<file path="config.mk">
export PLATFORM = sky130hd
export DESIGN_NAME = mul_arbiter_flat
export DESIGN_NICKNAME = d
export VERILOG_FILES = /design/src/rtl/ode_pkg.sv /design/src/rtl/mul_arbiter_if.sv /design/src/rtl/rr_pick2.sv /design/src/rtl/mul_arbiter.sv /design/src/flat_wrapper.sv
export SDC_FILE = /design/constraint.sdc
export NUM_CORES = 1
export LEC_CHECK = 0
export CAP_MARGIN = 0
export CORE_AREA = 3 3 137 139
export DETAILED_ROUTE_END_ITERATION = 8
export DIE_AREA = 0 0 140 142
export GPL_TIMING_DRIVEN = 0
export PLACE_DENSITY = 0.85
export SLEW_MARGIN = 15
export SYNTH_ARGS = -nofsm -noshare
export SYNTH_HDL_FRONTEND = slang
export SYNTH_SLANG_ARGS = --single-unit
export TNS_END_PERCENT = 100
</file>
<file path="constraint.sdc">
create_clock -name clk -period 3.2 [get_ports clk]
set_clock_uncertainty 0.1 [all_clocks]
set_input_delay 0.32 -clock clk [delete_from_list [all_inputs] [get_ports clk]]
set_output_delay 0.32 -clock clk [all_outputs]
set_load 0.02 [all_outputs]
</file>
<file path="src/rtl/ode_pkg.sv">
// Shared constants for the ODE datapath: default word width and arbiter state encodings.
package ode_pkg;

  localparam int WIDTH_DEF = 32;

  typedef enum logic [1:0] {
    ST_IDLE  = 2'd0,
    ST_ISSUE = 2'd1,
    ST_WAIT  = 2'd2
  } arb_state_e;

endpackage

</file>
<file path="src/rtl/mul_arbiter_if.sv">
// Bundle of the two requester ports and the shared-multiplier port of mul_arbiter.
interface mul_arbiter_if #(parameter int WIDTH = ode_pkg::WIDTH_DEF);

  logic             req0_start;
  logic [WIDTH-1:0] req0_a;
  logic [WIDTH-1:0] req0_b;
  logic             req0_done;
  logic [WIDTH-1:0] req0_result;
  logic             req0_overflow;

  logic             req1_start;
  logic [WIDTH-1:0] req1_a;
  logic [WIDTH-1:0] req1_b;
  logic             req1_done;
  logic [WIDTH-1:0] req1_result;
  logic             req1_overflow;

  logic             mul_start;
  logic [WIDTH-1:0] mul_a;
  logic [WIDTH-1:0] mul_b;
  logic             mul_done;
  logic [WIDTH-1:0] mul_result;
  logic             mul_overflow;

  logic             busy;
  logic             grant;

  // master: requesters plus the multiplier; slave: the arbiter itself
  modport master (
    output req0_start, req0_a, req0_b, req1_start, req1_a, req1_b,
    output mul_done, mul_result, mul_overflow,
    input  req0_done, req0_result, req0_overflow,
    input  req1_done, req1_result, req1_overflow,
    input  mul_start, mul_a, mul_b, busy, grant
  );

  modport slave (
    input  req0_start, req0_a, req0_b, req1_start, req1_a, req1_b,
    input  mul_done, mul_result, mul_overflow,
    output req0_done, req0_result, req0_overflow,
    output req1_done, req1_result, req1_overflow,
    output mul_start, mul_a, mul_b, busy, grant
  );

endinterface

</file>
<file path="src/rtl/rr_pick2.sv">
// Two-way round-robin winner selection: the requester not served last wins a tie.
module rr_pick2 (
  input  logic [1:0] pending,
  input  logic       last,
  output logic       winner,
  output logic       valid
);

  assign valid = |pending;

  always_comb begin
    winner = 1'b0;
    if (&pending) winner = ~last;
    else          winner = pending[1];
  end

endmodule

</file>
<file path="src/rtl/mul_arbiter.sv">
// Shares one multi-cycle multiplier between two requesters (step control, integrator core)
// with one queued operation per requester and round-robin arbitration.
module mul_arbiter
  import ode_pkg::*;
#(
  parameter int WIDTH = WIDTH_DEF
) (
  input  logic          clk,
  input  logic          rst,
  mul_arbiter_if.slave  bus
);

  arb_state_e            state_q, state_d;
  logic [1:0]            pending_q, pending_d;
  logic                  last_q, last_d;
  logic                  grant_q, grant_d;
  logic [1:0][WIDTH-1:0] opa_q, opa_d;
  logic [1:0][WIDTH-1:0] opb_q, opb_d;
  logic [1:0][WIDTH-1:0] res_q, res_d;
  logic [1:0]            ovf_q, ovf_d;
  logic [1:0]            done_q, done_d;

  logic [1:0]            start;
  logic [1:0][WIDTH-1:0] a_in, b_in;
  logic                  pick_win, pick_vld;

  assign start = {bus.req1_start, bus.req0_start};
  assign a_in  = {bus.req1_a, bus.req0_a};
  assign b_in  = {bus.req1_b, bus.req0_b};

  rr_pick2 u_pick (
    .pending (pending_q),
    .last    (last_q),
    .winner  (pick_win),
    .valid   (pick_vld)
  );

  always_comb begin
    state_d   = state_q;
    pending_d = pending_q;
    last_d    = last_q;
    grant_d   = grant_q;
    opa_d     = opa_q;
    opb_d     = opb_q;
    res_d     = res_q;
    ovf_d     = ovf_q;
    done_d    = 2'b00;

    // A start is only taken when that requester has nothing queued or in flight.
    for (int i = 0; i < 2; i++) begin
      if (start[i] && !pending_q[i]) begin
        pending_d[i] = 1'b1;
        opa_d[i]     = a_in[i];
        opb_d[i]     = b_in[i];
      end
    end

    case (state_q)
      ST_IDLE: begin
        if (pick_vld) begin
          grant_d = pick_win;
          state_d = ST_ISSUE;
        end
      end
      ST_ISSUE: state_d = ST_WAIT;
      ST_WAIT: begin
        if (bus.mul_done) begin
          res_d[grant_q]     = bus.mul_result;
          ovf_d[grant_q]     = bus.mul_overflow;
          done_d[grant_q]    = 1'b1;
          pending_d[grant_q] = 1'b0;
          last_d             = grant_q;
          state_d            = ST_IDLE;
        end
      end
      default: state_d = ST_IDLE;
    endcase
  end

  always_ff @(posedge clk or negedge rst) begin
    if (!rst) begin
      state_q   <= ST_IDLE;
      pending_q <= 2'b00;
      last_q    <= 1'b1;
      grant_q   <= 1'b0;
      opa_q     <= '0;
      opb_q     <= '0;
      res_q     <= '0;
      ovf_q     <= 2'b00;
      done_q    <= 2'b00;
    end else begin
      state_q   <= state_d;
      pending_q <= pending_d;
      last_q    <= last_d;
      grant_q   <= grant_d;
      opa_q     <= opa_d;
      opb_q     <= opb_d;
      res_q     <= res_d;
      ovf_q     <= ovf_d;
      done_q    <= done_d;
    end
  end

  // Operands stay on the multiplier bus from ISSUE through WAIT and are zeroed when idle.
  assign bus.mul_start     = (state_q == ST_ISSUE);
  assign bus.mul_a         = (state_q == ST_IDLE) ? '0 : opa_q[grant_q];
  assign bus.mul_b         = (state_q == ST_IDLE) ? '0 : opb_q[grant_q];
  assign bus.busy          = (state_q != ST_IDLE);
  assign bus.grant         = (state_q == ST_IDLE) ? 1'b0 : grant_q;

  assign bus.req0_done     = done_q[0];
  assign bus.req0_result   = res_q[0];
  assign bus.req0_overflow = ovf_q[0];
  assign bus.req1_done     = done_q[1];
  assign bus.req1_result   = res_q[1];
  assign bus.req1_overflow = ovf_q[1];

endmodule

</file>
<file path="src/flat_wrapper.sv">
// flat-port wrapper written by rule: the top's interface ports become plain ports
module mul_arbiter_flat import ode_pkg::*;
#(
  parameter int WIDTH = WIDTH_DEF
)
  (clk, rst, bus_req0_start, bus_req0_a, bus_req0_b, bus_req1_start, bus_req1_a, bus_req1_b, bus_mul_done, bus_mul_result, bus_mul_overflow, bus_req0_done, bus_req0_result, bus_req0_overflow, bus_req1_done, bus_req1_result, bus_req1_overflow, bus_mul_start, bus_mul_a, bus_mul_b, bus_busy, bus_grant);
  mul_arbiter_if #(.WIDTH(WIDTH)) bus_i ();
  input  logic clk;
  input  logic rst;
  input wire logic [$bits(bus_i.req0_start)-1:0] bus_req0_start;
  input wire logic [$bits(bus_i.req0_a)-1:0] bus_req0_a;
  input wire logic [$bits(bus_i.req0_b)-1:0] bus_req0_b;
  input wire logic [$bits(bus_i.req1_start)-1:0] bus_req1_start;
  input wire logic [$bits(bus_i.req1_a)-1:0] bus_req1_a;
  input wire logic [$bits(bus_i.req1_b)-1:0] bus_req1_b;
  input wire logic [$bits(bus_i.mul_done)-1:0] bus_mul_done;
  input wire logic [$bits(bus_i.mul_result)-1:0] bus_mul_result;
  input wire logic [$bits(bus_i.mul_overflow)-1:0] bus_mul_overflow;
  output wire logic [$bits(bus_i.req0_done)-1:0] bus_req0_done;
  output wire logic [$bits(bus_i.req0_result)-1:0] bus_req0_result;
  output wire logic [$bits(bus_i.req0_overflow)-1:0] bus_req0_overflow;
  output wire logic [$bits(bus_i.req1_done)-1:0] bus_req1_done;
  output wire logic [$bits(bus_i.req1_result)-1:0] bus_req1_result;
  output wire logic [$bits(bus_i.req1_overflow)-1:0] bus_req1_overflow;
  output wire logic [$bits(bus_i.mul_start)-1:0] bus_mul_start;
  output wire logic [$bits(bus_i.mul_a)-1:0] bus_mul_a;
  output wire logic [$bits(bus_i.mul_b)-1:0] bus_mul_b;
  output wire logic [$bits(bus_i.busy)-1:0] bus_busy;
  output wire logic [$bits(bus_i.grant)-1:0] bus_grant;
  assign bus_i.req0_start = bus_req0_start;
  assign bus_i.req0_a = bus_req0_a;
  assign bus_i.req0_b = bus_req0_b;
  assign bus_i.req1_start = bus_req1_start;
  assign bus_i.req1_a = bus_req1_a;
  assign bus_i.req1_b = bus_req1_b;
  assign bus_i.mul_done = bus_mul_done;
  assign bus_i.mul_result = bus_mul_result;
  assign bus_i.mul_overflow = bus_mul_overflow;
  assign bus_req0_done = bus_i.req0_done;
  assign bus_req0_result = bus_i.req0_result;
  assign bus_req0_overflow = bus_i.req0_overflow;
  assign bus_req1_done = bus_i.req1_done;
  assign bus_req1_result = bus_i.req1_result;
  assign bus_req1_overflow = bus_i.req1_overflow;
  assign bus_mul_start = bus_i.mul_start;
  assign bus_mul_a = bus_i.mul_a;
  assign bus_mul_b = bus_i.mul_b;
  assign bus_busy = bus_i.busy;
  assign bus_grant = bus_i.grant;
  mul_arbiter #(.WIDTH(WIDTH)) u_core (.clk(clk), .rst(rst), .bus(bus_i));
endmodule
</file>
# After elaboration in Yosys (flattened, before gate mapping)

Cells that the tools add are included.

Muxes and demuxes: 23
Reduce and logical (&&, ||, !) cells: 12
Eq/ne operators: 4
Bitwise gates (word level): 3
Magnitude comparators: 2

Operators with widths:

| kind                                                       | number |
|---|---|
| two-way mux 32 bit                                         | 7 |
| bitwise mux 64 bit                                         | 1 |
| demux 32 bit (select 1 bit)                                | 1 |
| two-way mux 2 bit                                          | 6 |
| AND reduction 2 bit                                        | 4 |
| case mux 2 bit (3 select lines)                            | 1 |
| two-way mux 1 bit                                          | 5 |
| logical AND 1 bit                                          | 3 |
| bitwise AND 2 bit                                          | 1 |
| bitwise mux 2 bit                                          | 1 |
| equality test 2 x 1 -> 1 bit, second input constant        | 1 |
| equality test 2 bit, second input constant                 | 1 |
| logical NOT 1 bit                                          | 2 |
| logical NOT 2 bit                                          | 1 |
| less-than comparator 1 x 2 -> 1 bit, second input constant | 1 |
| != test 2 x 1 -> 1 bit, second input constant              | 1 |
| != test 2 bit, second input constant                       | 1 |
| NOT 2 bit                                                  | 1 |
| nonzero test 2 bit                                         | 1 |
| OR reduction 2 bit                                         | 1 |
| demux 1 bit (select 1 bit)                                 | 1 |
| >= comparator 1 bit, second input constant                 | 1 |
| NOT 1 bit                                                  | 1 |

Bits of input ports: 166
Word-level logic and storage cells: 56
Bits in registers: 202

# Longest topological paths before layout

Depth after elaboration: 8
Depth in mapped cells: 5

# By module

A second synthesis with hierarchy kept.

Cells, all modules: 581
Area, all modules: 8634.5 um2

By module, submodules not included:

| module      | times used | area an instance (um2) | cells each | seq. area each (um2) |
|---|---|---|---|---|
| mul_arbiter | 1          | 8620.8                 | 579        | 5056.1 |
| rr_pick2    | 1          | 13.8                   | 2          | 0.0 |

# Worst setup path before layout

OpenSTA, ideal clock, no wires.

Path type: reg2out
Start: register u_core.grant_q
End: output bus_mul_a[0]
Setup slack: 1.523 ns
Cell stages (with the launch flop): 6
Required time: 2.780 ns
Buffers on the path: 3
Data arrival time: 1.257 ns
Cells stage by stage: dfrtp_1 > buf_2 > buf_2 > buf_4 > mux2i_1 > nor2_1

Word-level cells in the longest chain between the ends: 3

RTL lines:

| element                                               | line               | text |
|---|---|---|
| from (decl)                                           | mul_arbiter.sv:16  | `logic grant_q, grant_d;` |
| from (signal assigned)                                | mul_arbiter.sv:95  | `grant_q <= grant_d;` |
| two-way mux 32 bit (not written as such) (2 in a row) | mul_arbiter.sv:106 | `assign bus.mul_a = (state_q == ST_IDLE) ? '0 : opa_q[grant_q];` |
| two-way mux 32 bit                                    | mul_arbiter.sv:106 |  |
| to (decl)                                             | flat_wrapper.sv:26 | `output wire logic [$bits(bus_i.mul_a)-1:0] bus_mul_a;` |

Every way passes these cells. The select of a mux whose other input is x is not followed.

# Worst setup path in the final report

Start: register u_core.state_q[1]
End: output bus_mul_b[25]

Word-level cells in the longest chain between the ends: 2

RTL lines:

| element                | line               | text |
|---|---|---|
| from (decl)            | mul_arbiter.sv:13  | `arb_state_e state_q, state_d;` |
| from (signal assigned) | mul_arbiter.sv:92  | `state_q <= state_d;` |
| logical NOT 2 bit      | mul_arbiter.sv:107 | `assign bus.mul_b = (state_q == ST_IDLE) ? '0 : opb_q[grant_q];` |
| two-way mux 32 bit     | mul_arbiter.sv:107 |  |
| to (decl)              | flat_wrapper.sv:27 | `output wire logic [$bits(bus_i.mul_b)-1:0] bus_mul_b;` |

Every way passes these cells.

==> impl_results.md <==
- CTS max path bufs: 3
- Net count after synthesis: 749
- TritonCTS Sinks: 202
- Drt total wl: 23.0 mm
- Crit path kind: reg2out
- Top cells by area, synth: dfrtp_1 (58%), mux2_2 (22%), mux2i_1 (7.4%)
- Drt first-iter violations: 156
- Initial Util: 0.486
- Peak supply drop: 0.796 mV
- Initial antenna violation count: 0
- Number of flops mapped to enable cells by yosys: 0
- Nets@finish: 1075
- CP Max Fanout: 10
- First-pass GRT wire length: 35.9 mm
- Area share of the largest cell type after synthesis: 0.583
- Clock Latency Late Sink: 500 ps
- Layout cells sized above 1: 0.296
- Ant diodes: 0
- CP Capture Type: primary output
- Reg-to-Reg Start: u_core.pending_q[1]$_DFF_PN0_
- Rel. slew slack: 0.496
- I/O pins: 301
- Post-Syn Instances: 583
- Final Wtd Congestion: 0.791
- TritonRoute pass-1 iters: 4
- RSZ-0062 raised after global routing: no
- Power, Total: 14100 uW
- Final slew viol count: 0
- Die Span Y: 142 um
- Fmax: 0.333 GHz
- Grt ovf: 0
- Async S/R FF share, synth: 1.00
- P_leak: 0.00561 uW
- Area leader, netlist: dfrtp_1
- P per Cell Area: 1110 nW/um^2
- Fillers: 1232
- H-tree levels: 1
- CTS Root Cell: clkbuf_16
- Minimum clock period: 3010 ps
- I/O Buffers: 300
- Chip Width: 140 um
- Residual DRC: 0
- WP data required: 2780 ps
- GRT Total Usage: 0.228
- Commonest cells in the synthesized netlist: dfrtp_1 (201), mux2_2 (166), nor2_1 (70)
- Yosys cell types: 23
- CP startpoint kind: flip-flop
- Outcome: completed
- Type of the worst min-delay path: in2reg
- Die ar.: 19900 um^2
- CTS tree: yes
- Max cap viols: 0
- Top FF cell, synth: dfrtp_1
- Largest net degree at the start of global routing: 106
- Synth Warn #: 0
- Post-route clock period utilization: 0.939
- Setup bufs post-CTS: 0
- ANT nets after route: 0
- Sequential area share after synthesis: 0.586
- Crit. Startpoint: u_core.state_q[1]$_DFFE_PN0P_
- Routed vias/inst: 5.12
- Vias: 5907
- Worst slack, placed: 463 ps
- Post-DP HPWL: 16.4 mm
- Most frequent cell after synthesis: dfrtp_1
- Yosys reg bits: 202
- Worst hold start: bus_req0_start
- Worst slew pin tran: 756 ps
- Setup violators final: 0
- Post-Syn Area: 8630 um^2
- Vias in the first global route: 6453
- Area Overhead vs Synth: 47.7%
- Row cnt: 49
- Cells after DPL: 1113
- Clk slew on worst S/H paths: 60 ps
- Mean post-synth cell area: 14.8 um^2
- Final Hold Fails: 0
- Final WS setup: 194 ps
- Post-Layout Cell Count: 1154
- CTS buffer count: 22
- Core Box Area: 17800 um^2
- Wirelength per Cell: 19.9 um
- Crit path DAT: 2590 ps
[logic make-up after synthesis]
kind of cell | after synthesis | share of synthesized area
multiplexers | 258 | 0.339
AND/OR/NAND/NOR | 79 | 0.0404
flip-flops | 202 | 0.586
buffers and inverters | 40 | 0.0313
AO/OA/AOI/OAI | 4 | 0.00333
[path summary, 6_finish.rpt]
kind	slack [ps]	cells past startpoint	endpoint
setup / recovery	190	5	bus_mul_b[25]
hold / removal	320	3	u_core.pending_q[0]$_DFF_PN0_
setup reg to reg	1450	4	u_core.opb_q[56]$_DFFE_PN0P_
hold reg to reg	380	2	u_core.last_q$_DFFE_PN1N_
max in group asynchronous	1720	3	u_core.ovf_q[0]$_DFFE_PN0P_
min in group asynchronous	340	2	u_core.opa_q[63]$_DFFE_PN0P_
[worst max-delay path: stages, from the launching register on]
cell and delay (ps):
dfrtp_1 460, nor2_1 310, buf_2 360, buf_2 300, nor2_1 100, clkdlybuf4s50_1 570
[stage by stage]
stage / instance area (um^2) / utilization / hold slack (ps) / setup TNS (ps)
final: 12800 / 0.717 / 319 / 0
after global placement: 11900 / 0.671 / 369 / -1354940
after detailed placement: 12000 / 0.672 / 294 / 0
after floorplan: 8630 / - / -75.6 / 0
after global routing: 12800 / 0.717 / 313 / 0
after CTS: 12800 / 0.717 / 308 / 0
[repair_timing]
action / in CTS / in global routing
hold buffers: 1 / 0
gates resized for setup: 3 / 1
pin swaps: 0 / 0
endpoints found under the hold margin: 97 / 0
endpoints found under the setup margin: 10 / 10
gates cloned: 0 / 0
[where the power goes]
part           leakage, uW  internal (uW)  switching, uW  total (uW)
Combinational      0.00278           3690           3230        6920
Sequential         0.00243           3840            706        4540
Clock             0.000390           1650           1030        2680
[layer usage]
layer  vias up  part of all wire  GRT usage
li1       2672                 -          -
met1      2930              0.40      0.282
met2       260              0.49      0.395
met3        45             0.077     0.0645
met4         0             0.032     0.0668
met5         -                 0          0
[flip-flops by register name (all words and copies together), names as in the netlist]
signal                  count
u_core.bus.req1_result     32
u_core.ovf_q                2
u_core.state_q              2
u_core.opa_q               64
u_core.last_q               1
u_core.grant_q              1
u_core.opb_q               64
u_core.pending_q            2
u_core.bus.req0_result     32
u_core.done_q               2
[final cells by class]
| type | count | area (um^2) | area share |
|---|---|---|---|
| inverters | 4 | 15.0 | 0.00118 |
| clock buffers | 32 | 689 | 0.0541 |
| multi-input cells | 341 | 3310 | 0.259 |
| clock inverters | 8 | 92.6 | 0.00726 |
| repair buffers | 302 | 3050 | 0.239 |
| well taps | 229 | 287 | 0.0225 |
| flip-flops and latches | 202 | 5060 | 0.396 |
| plain buffers | 36 | 260 | 0.0204 |
[cells in the final DEF (no fill, tap or decap), drive strengths merged]
cell           synthesis  layout
mux2                 194     194
or2                    1       1
a21bo                  1       1
o22ai                  1       1
nor3b                  2       2
clkdlybuf4s50          0     299
o21ai                  1       1
dfrtp                201     201
clkbuf                 2      35
inv                    4       4
nor2b                  3       3
clkinvlp               0       1
bufinv                 0       2
dfstp                  1       1
clkinv                 0       5
nand4b                 1       1
nor2                  70      70
and3b                  1       1
buf                   34      35
o21a                   1       1
dlygate4sd3            0       1
and4bb                 1       1
mux2i                 64      64
Note: power is estimated with default switching activity, not from simulation.
